## config.mk

```make
export PLATFORM = sky130hd
export DESIGN_NAME = fir_coef_loader_flat
export DESIGN_NICKNAME = d
export VERILOG_FILES = /design/src/rtl/fir_pkg.sv /design/src/rtl/fir_coef_loader_if.sv /design/src/rtl/fir_tap_counter.sv /design/src/rtl/fir_coef_loader.sv /design/src/flat_wrapper.sv
export SDC_FILE = /design/constraint.sdc
export NUM_CORES = 1
export LEC_CHECK = 0
export BUFFER_PORTS_ARGS = -buffer_cell sky130_fd_sc_hd__buf_4
export CORE_MARGIN = 4
export CORE_UTILIZATION = 49
export CTS_BUF_LIST = sky130_fd_sc_hd__clkbuf_16
export CTS_CLUSTER_DIAMETER = 80
export CTS_CLUSTER_SIZE = 10
export DETAILED_ROUTE_END_ITERATION = 6
export GPL_TIMING_DRIVEN = 1
export MAX_ROUTING_LAYER = met4
export PLACE_DENSITY = 0.78
export SYNTH_ARGS = -nofsm -noshare
export SYNTH_HDL_FRONTEND = slang
export SYNTH_HIERARCHICAL = 1
export SYNTH_SLANG_ARGS = --single-unit
```

## constraint.sdc

```tcl
create_clock -name clk -period 1.85 [get_ports clk]
set_clock_uncertainty 0.05 [all_clocks]
set_input_delay 0.37 -clock clk [delete_from_list [all_inputs] [get_ports clk]]
set_output_delay 0.37 -clock clk [all_outputs]
set_load 0.02 [all_outputs]
```

## src/rtl/fir_pkg.sv

```systemverilog
// -----------------------------------------------------------------------------
// fir_pkg
// Width constants and the loader state encoding. The FIR filter uses the same
// width constants, so the loader and the filter agree on the coefficient-write
// port shape.
// -----------------------------------------------------------------------------
`timescale 1ns/1ps
package fir_pkg;

  localparam int FIR_COEF_W = 8;   // coefficient width
  localparam int FIR_DATA_W = 8;   // sample width
  localparam int FIR_IDX_W  = 4;   // coef_number width
  localparam int FIR_N_TAPS = 5;   // default coefficients per load

  typedef enum logic [1:0] {
    ST_IDLE  = 2'd0,
    ST_LOAD  = 2'd1,
    ST_FLUSH = 2'd2,
    ST_DONE  = 2'd3
  } fir_state_e;

endpackage

```

## src/rtl/fir_coef_loader_if.sv

```systemverilog
// -----------------------------------------------------------------------------
// fir_coef_loader_if
// Coefficient byte stream (valid/ready) from the host into the loader.
//   s_coef_valid : host has a coefficient byte
//   s_coef_ready : loader accepts the byte this cycle
//   s_coef_data  : coefficient byte, tap order 0..N_TAPS-1
// Modports: master = host side, slave = loader side.
// -----------------------------------------------------------------------------
`timescale 1ns/1ps
interface fir_coef_loader_if
  import fir_pkg::*;
#(
  parameter int COEF_W = FIR_COEF_W
);

  logic              s_coef_valid;
  logic              s_coef_ready;
  logic [COEF_W-1:0] s_coef_data;

  modport master (
    output s_coef_valid,
    output s_coef_data,
    input  s_coef_ready
  );

  modport slave (
    input  s_coef_valid,
    input  s_coef_data,
    output s_coef_ready
  );

endinterface

```

## src/rtl/fir_tap_counter.sv

```systemverilog
// -----------------------------------------------------------------------------
// fir_tap_counter
// Synchronous-clear, enabled counter that wraps to zero after its terminal
// value N_TAPS-1, so it never exceeds N_TAPS-1.
//   clk   : clock, rising edge
//   rst_n : synchronous active-low reset
//   clr   : synchronous clear (priority over en)
//   en    : count enable
//   count : current value
//   tc    : count is at N_TAPS-1
// -----------------------------------------------------------------------------
`timescale 1ns/1ps
module fir_tap_counter
  import fir_pkg::*;
#(
  parameter int IDX_W  = FIR_IDX_W,
  parameter int N_TAPS = FIR_N_TAPS
) (
  input  logic             clk,
  input  logic             rst_n,
  input  logic             clr,
  input  logic             en,
  output logic [IDX_W-1:0] count,
  output logic             tc
);

  localparam logic [IDX_W-1:0] LAST = IDX_W'(N_TAPS - 1);

  assign tc = (count == LAST);

  always_ff @(posedge clk) begin
    if (!rst_n) begin
      count <= '0;
    end else if (clr) begin
      count <= '0;
    end else if (en) begin
      count <= tc ? '0 : count + IDX_W'(1);
    end
  end

endmodule

```

## src/rtl/fir_coef_loader.sv

```systemverilog
// -----------------------------------------------------------------------------
// fir_coef_loader
// Takes N_TAPS coefficient bytes from the host stream and writes them into the
// FIR filter as indexed single-cycle writes, then feeds the filter N_TAPS zero
// samples to flush its delay line and pulses done. While loading/flushing the
// upstream sample stream is gated off the filter input.
//
// Ports:
//   clk, rst_n        : clock, synchronous active-low reset
//   start             : request a reload (honoured in IDLE only, beats abort)
//   abort             : cancel a load/flush (ignored in IDLE/DONE)
//   s_coef            : coefficient byte stream (slave modport)
//   sample_in         : upstream samples
//   sample_out        : to filter input_data (registered passthrough or zero)
//   coef_write_enable : to filter, one cycle per accepted byte
//   coef_number       : to filter, tap index of the write
//   coef_value        : to filter, coefficient of the write
//   busy              : high while loading or flushing
//   done              : one-cycle pulse after a complete load + flush
//   checksum          : (FIR_COEF_LOADER_CHECKSUM_EN only) mod-2^COEF_W sum of
//                       the bytes accepted in the current load
//
// Optional feature macro: FIR_COEF_LOADER_CHECKSUM_EN
// -----------------------------------------------------------------------------
`timescale 1ns/1ps
module fir_coef_loader
  import fir_pkg::*;
#(
  parameter int N_TAPS = FIR_N_TAPS,
  parameter int COEF_W = FIR_COEF_W,
  parameter int IDX_W  = FIR_IDX_W,
  parameter int DATA_W = FIR_DATA_W
) (
  input  logic               clk,
  input  logic               rst_n,
  input  logic               start,
  input  logic               abort,
  fir_coef_loader_if.slave   s_coef,
  input  logic [DATA_W-1:0]  sample_in,
  output logic [DATA_W-1:0]  sample_out,
  output logic               coef_write_enable,
  output logic [IDX_W-1:0]   coef_number,
  output logic [COEF_W-1:0]  coef_value,
  output logic               busy,
  output logic               done
`ifdef FIR_COEF_LOADER_CHECKSUM_EN
  ,
  output logic [COEF_W-1:0]  checksum
`endif
);

  fir_state_e        state;
  logic              accept;
  logic [IDX_W-1:0]  idx;
  logic              idx_tc;
  logic [IDX_W-1:0]  flush_cnt_unused;
  logic              flush_tc;

  logic              wr_vld_p1;
  logic [IDX_W-1:0]  wr_num_p1;
  logic [COEF_W-1:0] wr_val_p1;
  logic [DATA_W-1:0] smp_p1;

  assign s_coef.s_coef_ready = (state == ST_LOAD);
  assign accept              = s_coef.s_coef_valid & s_coef.s_coef_ready;

  // Tap index: held at zero outside LOAD so every load starts at tap 0.
  fir_tap_counter #(
    .IDX_W  (IDX_W),
    .N_TAPS (N_TAPS)
  ) u_idx_cnt (
    .clk   (clk),
    .rst_n (rst_n),
    .clr   (state != ST_LOAD),
    .en    (accept),
    .count (idx),
    .tc    (idx_tc)
  );

  // Flush length: counts FLUSH cycles from entry; tc marks the N_TAPS-th one.
  fir_tap_counter #(
    .IDX_W  (IDX_W),
    .N_TAPS (N_TAPS)
  ) u_flush_cnt (
    .clk   (clk),
    .rst_n (rst_n),
    .clr   (state != ST_FLUSH),
    .en    (state == ST_FLUSH),
    .count (flush_cnt_unused),
    .tc    (flush_tc)
  );

  // Stage p0 -> p1: accepted byte becomes a filter write one cycle later,
  // FSM advances and the filter sample input is registered.
  always_ff @(posedge clk) begin
    if (!rst_n) begin
      state     <= ST_IDLE;
      busy      <= 1'b0;
      done      <= 1'b0;
      wr_vld_p1 <= 1'b0;
      wr_num_p1 <= '0;
      wr_val_p1 <= '0;
      smp_p1    <= '0;
    end else begin
      // A write from an accept in the abort cycle still goes out.
      wr_vld_p1 <= accept;
      if (accept) begin
        wr_num_p1 <= idx;
        wr_val_p1 <= s_coef.s_coef_data;
      end

      done <= 1'b0;

      unique case (state)
        ST_IDLE: begin
          smp_p1 <= sample_in;
          if (start) begin
            state <= ST_LOAD;
            busy  <= 1'b1;
          end
        end
        ST_LOAD: begin
          smp_p1 <= '0;
          if (abort) begin
            state <= ST_IDLE;
            busy  <= 1'b0;
          end else if (accept && idx_tc) begin
            state <= ST_FLUSH;
          end
        end
        ST_FLUSH: begin
          smp_p1 <= '0;
          if (abort) begin
            state <= ST_IDLE;
            busy  <= 1'b0;
          end else if (flush_tc) begin
            state <= ST_DONE;
            busy  <= 1'b0;
            done  <= 1'b1;
          end
        end
        ST_DONE: begin
          smp_p1 <= sample_in;
          state  <= ST_IDLE;
        end
        default: begin
          smp_p1 <= '0;
          state  <= ST_IDLE;
          busy   <= 1'b0;
        end
      endcase
    end
  end

  assign coef_write_enable = wr_vld_p1;
  assign coef_number       = wr_num_p1;
  assign coef_value        = wr_val_p1;
  assign sample_out        = smp_p1;

`ifdef FIR_COEF_LOADER_CHECKSUM_EN
  logic [COEF_W-1:0] csum_p1;

  // Running sum restarts when a load is started and is held after done.
  always_ff @(posedge clk) begin
    if (!rst_n) begin
      csum_p1 <= '0;
    end else if (state == ST_IDLE && start) begin
      csum_p1 <= '0;
    end else if (accept) begin
      csum_p1 <= csum_p1 + s_coef.s_coef_data;
    end
  end

  assign checksum = csum_p1;
`endif

endmodule

```

## src/flat_wrapper.sv

```systemverilog
// flat-port wrapper written by rule: the top's interface ports become plain ports
module fir_coef_loader_flat import fir_pkg::*;
#(
  parameter int N_TAPS = FIR_N_TAPS,
  parameter int COEF_W = FIR_COEF_W,
  parameter int IDX_W  = FIR_IDX_W,
  parameter int DATA_W = FIR_DATA_W
)
  (clk, rst_n, start, abort, sample_in, sample_out, coef_write_enable, coef_number, coef_value, busy, done, s_coef_s_coef_valid, s_coef_s_coef_data, s_coef_s_coef_ready);
  fir_coef_loader_if #(.COEF_W(COEF_W)) s_coef_i ();
  input  logic clk;
  input  logic rst_n;
  input  logic start;
  input  logic abort;
  input  logic [DATA_W-1:0] sample_in;
  output logic [DATA_W-1:0] sample_out;
  output logic coef_write_enable;
  output logic [IDX_W-1:0] coef_number;
  output logic [COEF_W-1:0] coef_value;
  output logic busy;
  output logic done;
  input wire logic [$bits(s_coef_i.s_coef_valid)-1:0] s_coef_s_coef_valid;
  input wire logic [$bits(s_coef_i.s_coef_data)-1:0] s_coef_s_coef_data;
  output wire logic [$bits(s_coef_i.s_coef_ready)-1:0] s_coef_s_coef_ready;
  assign s_coef_i.s_coef_valid = s_coef_s_coef_valid;
  assign s_coef_i.s_coef_data = s_coef_s_coef_data;
  assign s_coef_s_coef_ready = s_coef_i.s_coef_ready;
  fir_coef_loader #(.N_TAPS(N_TAPS), .COEF_W(COEF_W), .IDX_W(IDX_W), .DATA_W(DATA_W)) u_core (.clk(clk), .rst_n(rst_n), .start(start), .abort(abort), .s_coef(s_coef_i), .sample_in(sample_in), .sample_out(sample_out), .coef_write_enable(coef_write_enable), .coef_number(coef_number), .coef_value(coef_value), .busy(busy), .done(done));
endmodule
```

==> metrics.cfg <==
[outcome]
outcome=complete, no violations

[floorplan]
start_util=0.5351
core_mm2=0.002567
fp-row-count=18
num_io_pins=45
die-area_mm2=0.003715
die_h_um=60.95
die_x_um=60.95

[sta]
period_share=0.9255
drv_slew=0
rsz0062_at_grt=false
fin_tns_setup_ps=0
tightest_slew_ps=335.3
fin_crit_ps=1712
slew_headroom=0.7765
hold_viol=0
setup_viol=0
fmax_ghz=0.5840

[job]
cap_violations=0

[power_and_ir_drop]
finalPower_w=0.001930
peakVddDrop_uv=979.4
cellPowerDensity_mw_per_mm2=1039
p_leak_nw=0.8306

[cells_and_area]
final_cell_mix=45 x buf_4, 33 x dfxtp_1, 31 x nand2_1, 11 x inv_1
syn_to_final_growth_pct=35.25
nets=224
antenna_cells=0
mostFrequentLayoutCell=buf_4
fin_area_mm2=0.001858
drive_gt1_frac=0.2902

[cts]
holdBufCountCts=0
clockBufferDepth=2
clk_latency_ps=270
cts_setup_buffers=0
cts.htree.levels=2
cts_tree=built
clkTransAtPathRegs_ps=50
clock-sinks=33
ctsResizeCount=0
clockRootBuffer=clkbuf_16
cts_made_buffers=5

[synth]
synth_enable_flop_cells=0
ys_types=28
ys.flop_type=dfxtp_1
ys_ff_latch=33
synthTopCellsByArea=dfxtp_1 48%, nand2_1 8.5%, ha_1 8.2%
yosys_warnings=6
netlist_instances=146
syn-cell-area_mm2=0.001374
netlist.area_leader.share=0.4809
synthesis.nets=176
synth_top_area_cell=dfxtp_1
syn_avg_cell_area_um2=9.410
ys_seq_area_frac=0.4809
postSynth.asyncResetShare=0

[detailed_routing]
first_iter_violations=42
ant_nets=0
wl_um=2953
drt-pass1-iter-count=4
num_vias=1126
vias_per_cell=5.049
drcViolationCount=0
post_drt_wl_per_cell_um=13.24

[placement]
hpwl_um=2260
place_congestion=0.7319
place.port_buffers=44
place_area_mm2=0.001728

[grt]
antenna_found_initial=0
grt_pass1_wl_um=4747
grt_start_max_net_pins=23
grtUsageTotal=0.1843
grt_pass1_vias=1095
globalRoute.totalOverflow=0

[setup_path]
cp_slowest_cell=dfxtp_1
max_stage_delay_ps=380
worst-endpoint-arrival_ps=1860
crit_chain=inv_1 -> ha_1 -> nor3b_2 -> nor4_2 -> mux2i_1
critPathKind=flip-flop to flip-flop
crit_required_ps=1990
critPathLaunchType=flip-flop
critPathMaxFanout=9
endpoint_kind=flip-flop

[min_path]
hold_path_class=input port to flip-flop

==> through the flow <==
stage,worst slack (ps),cells,hold WS [ps],util
4_1_cts,153.0,223,245.0,0.7237
3_5_place_dp,162.5,217,395.8,0.6730
6_report,137.8,223,249.9,0.7237
3_3_place_gp,308.0,217,391.0,0.6730
2_1_floorplan,252.2,146,401.2,-
5_1_grt,23.64,223,246.8,0.7237
==> registers in the layout, summed over array words and instances (netlist names) <==
name / cells
u_core/busy: 1
u_core/coef_number: 4
u_core/coef_value: 8
u_core/coef_write_enable: 1
u_core/done: 1
u_core/sample_out: 8
u_core/state: 2
u_core/u_flush_cnt/count: 4
u_core/u_idx_cnt/count: 4
==> worst max-delay path, delay by kind of cell (launching register included) <==
| kind | cells | cell delay (ps) |
|---|---|---|
| fa+ha+maj | 1 | 330 |
| flops | 1 | 380 |
| mux | 1 | 230 |
| buf+inv | 1 | 100 |
| simple gates | 2 | 540 |
==> power breakdown <==
group          internal, W  switching, W  total (W)
combinational     0.000177      0.000220   0.000396
sequential        0.000768     0.0000281   0.000796
clock             0.000478      0.000260   0.000738
==> final cells by class <==
cell class                 instances  area (um^2)
tap                               30        37.54
clock buffer                       5        125.1
inverter                          12        45.04
sequential                        33        660.6
multi-input combinational         97        646.9
timing repair buffer              45        337.8
clock inverter                     1        5.005
fill                             212        709.4
==> worst paths after layout <==
check	cells after the start	to	slack [ps]	startpoint
max reg2reg	5	u_core/busy	140	u_core/state[0]
max	5	u_core/busy	140	u_core/state[0]
min reg2reg	2	u_core/coef_value[3]	400	u_core/coef_value[3]
min	2	u_core/sample_out[1]	250	sample_in[1]
==> cell usage after synthesis (2+ instances only) <==
library cell	n
a211o_1	2
a21boi_0	3
a21boi_1	9
and2_1	8
and3_1	2
and3b_1	2
buf_2	2
dfxtp_1	33
ha_1	9
inv_1	11
mux2i_1	5
nand2_1	31
nand4_1	2
nor2_1	7
nor2b_1	2
nor3_1	2
xnor2_1	2
xor2_1	4
==> cells by family (layout without fill, tap and decap cells) <==
logic type | after synthesis | in the layout | share of synthesized area
buf+inv | 16 | 63 | 0.04827
mux | 5 | 5 | 0.03643
flops | 33 | 33 | 0.4809
compound gates | 17 | 17 | 0.09653
simple gates | 60 | 60 | 0.2177
xor+xnor | 6 | 6 | 0.03825
fa+ha+maj | 9 | 9 | 0.08197
==> layer usage <==
layer / track usage / routed length, um
met5: - / 0
met4: 0.06502 / 40
met3: 0.07872 / 276
met2: 0.3405 / 1588
met1: 0.1660 / 1048
No activity file was read; power rests on OpenSTA's default activity.
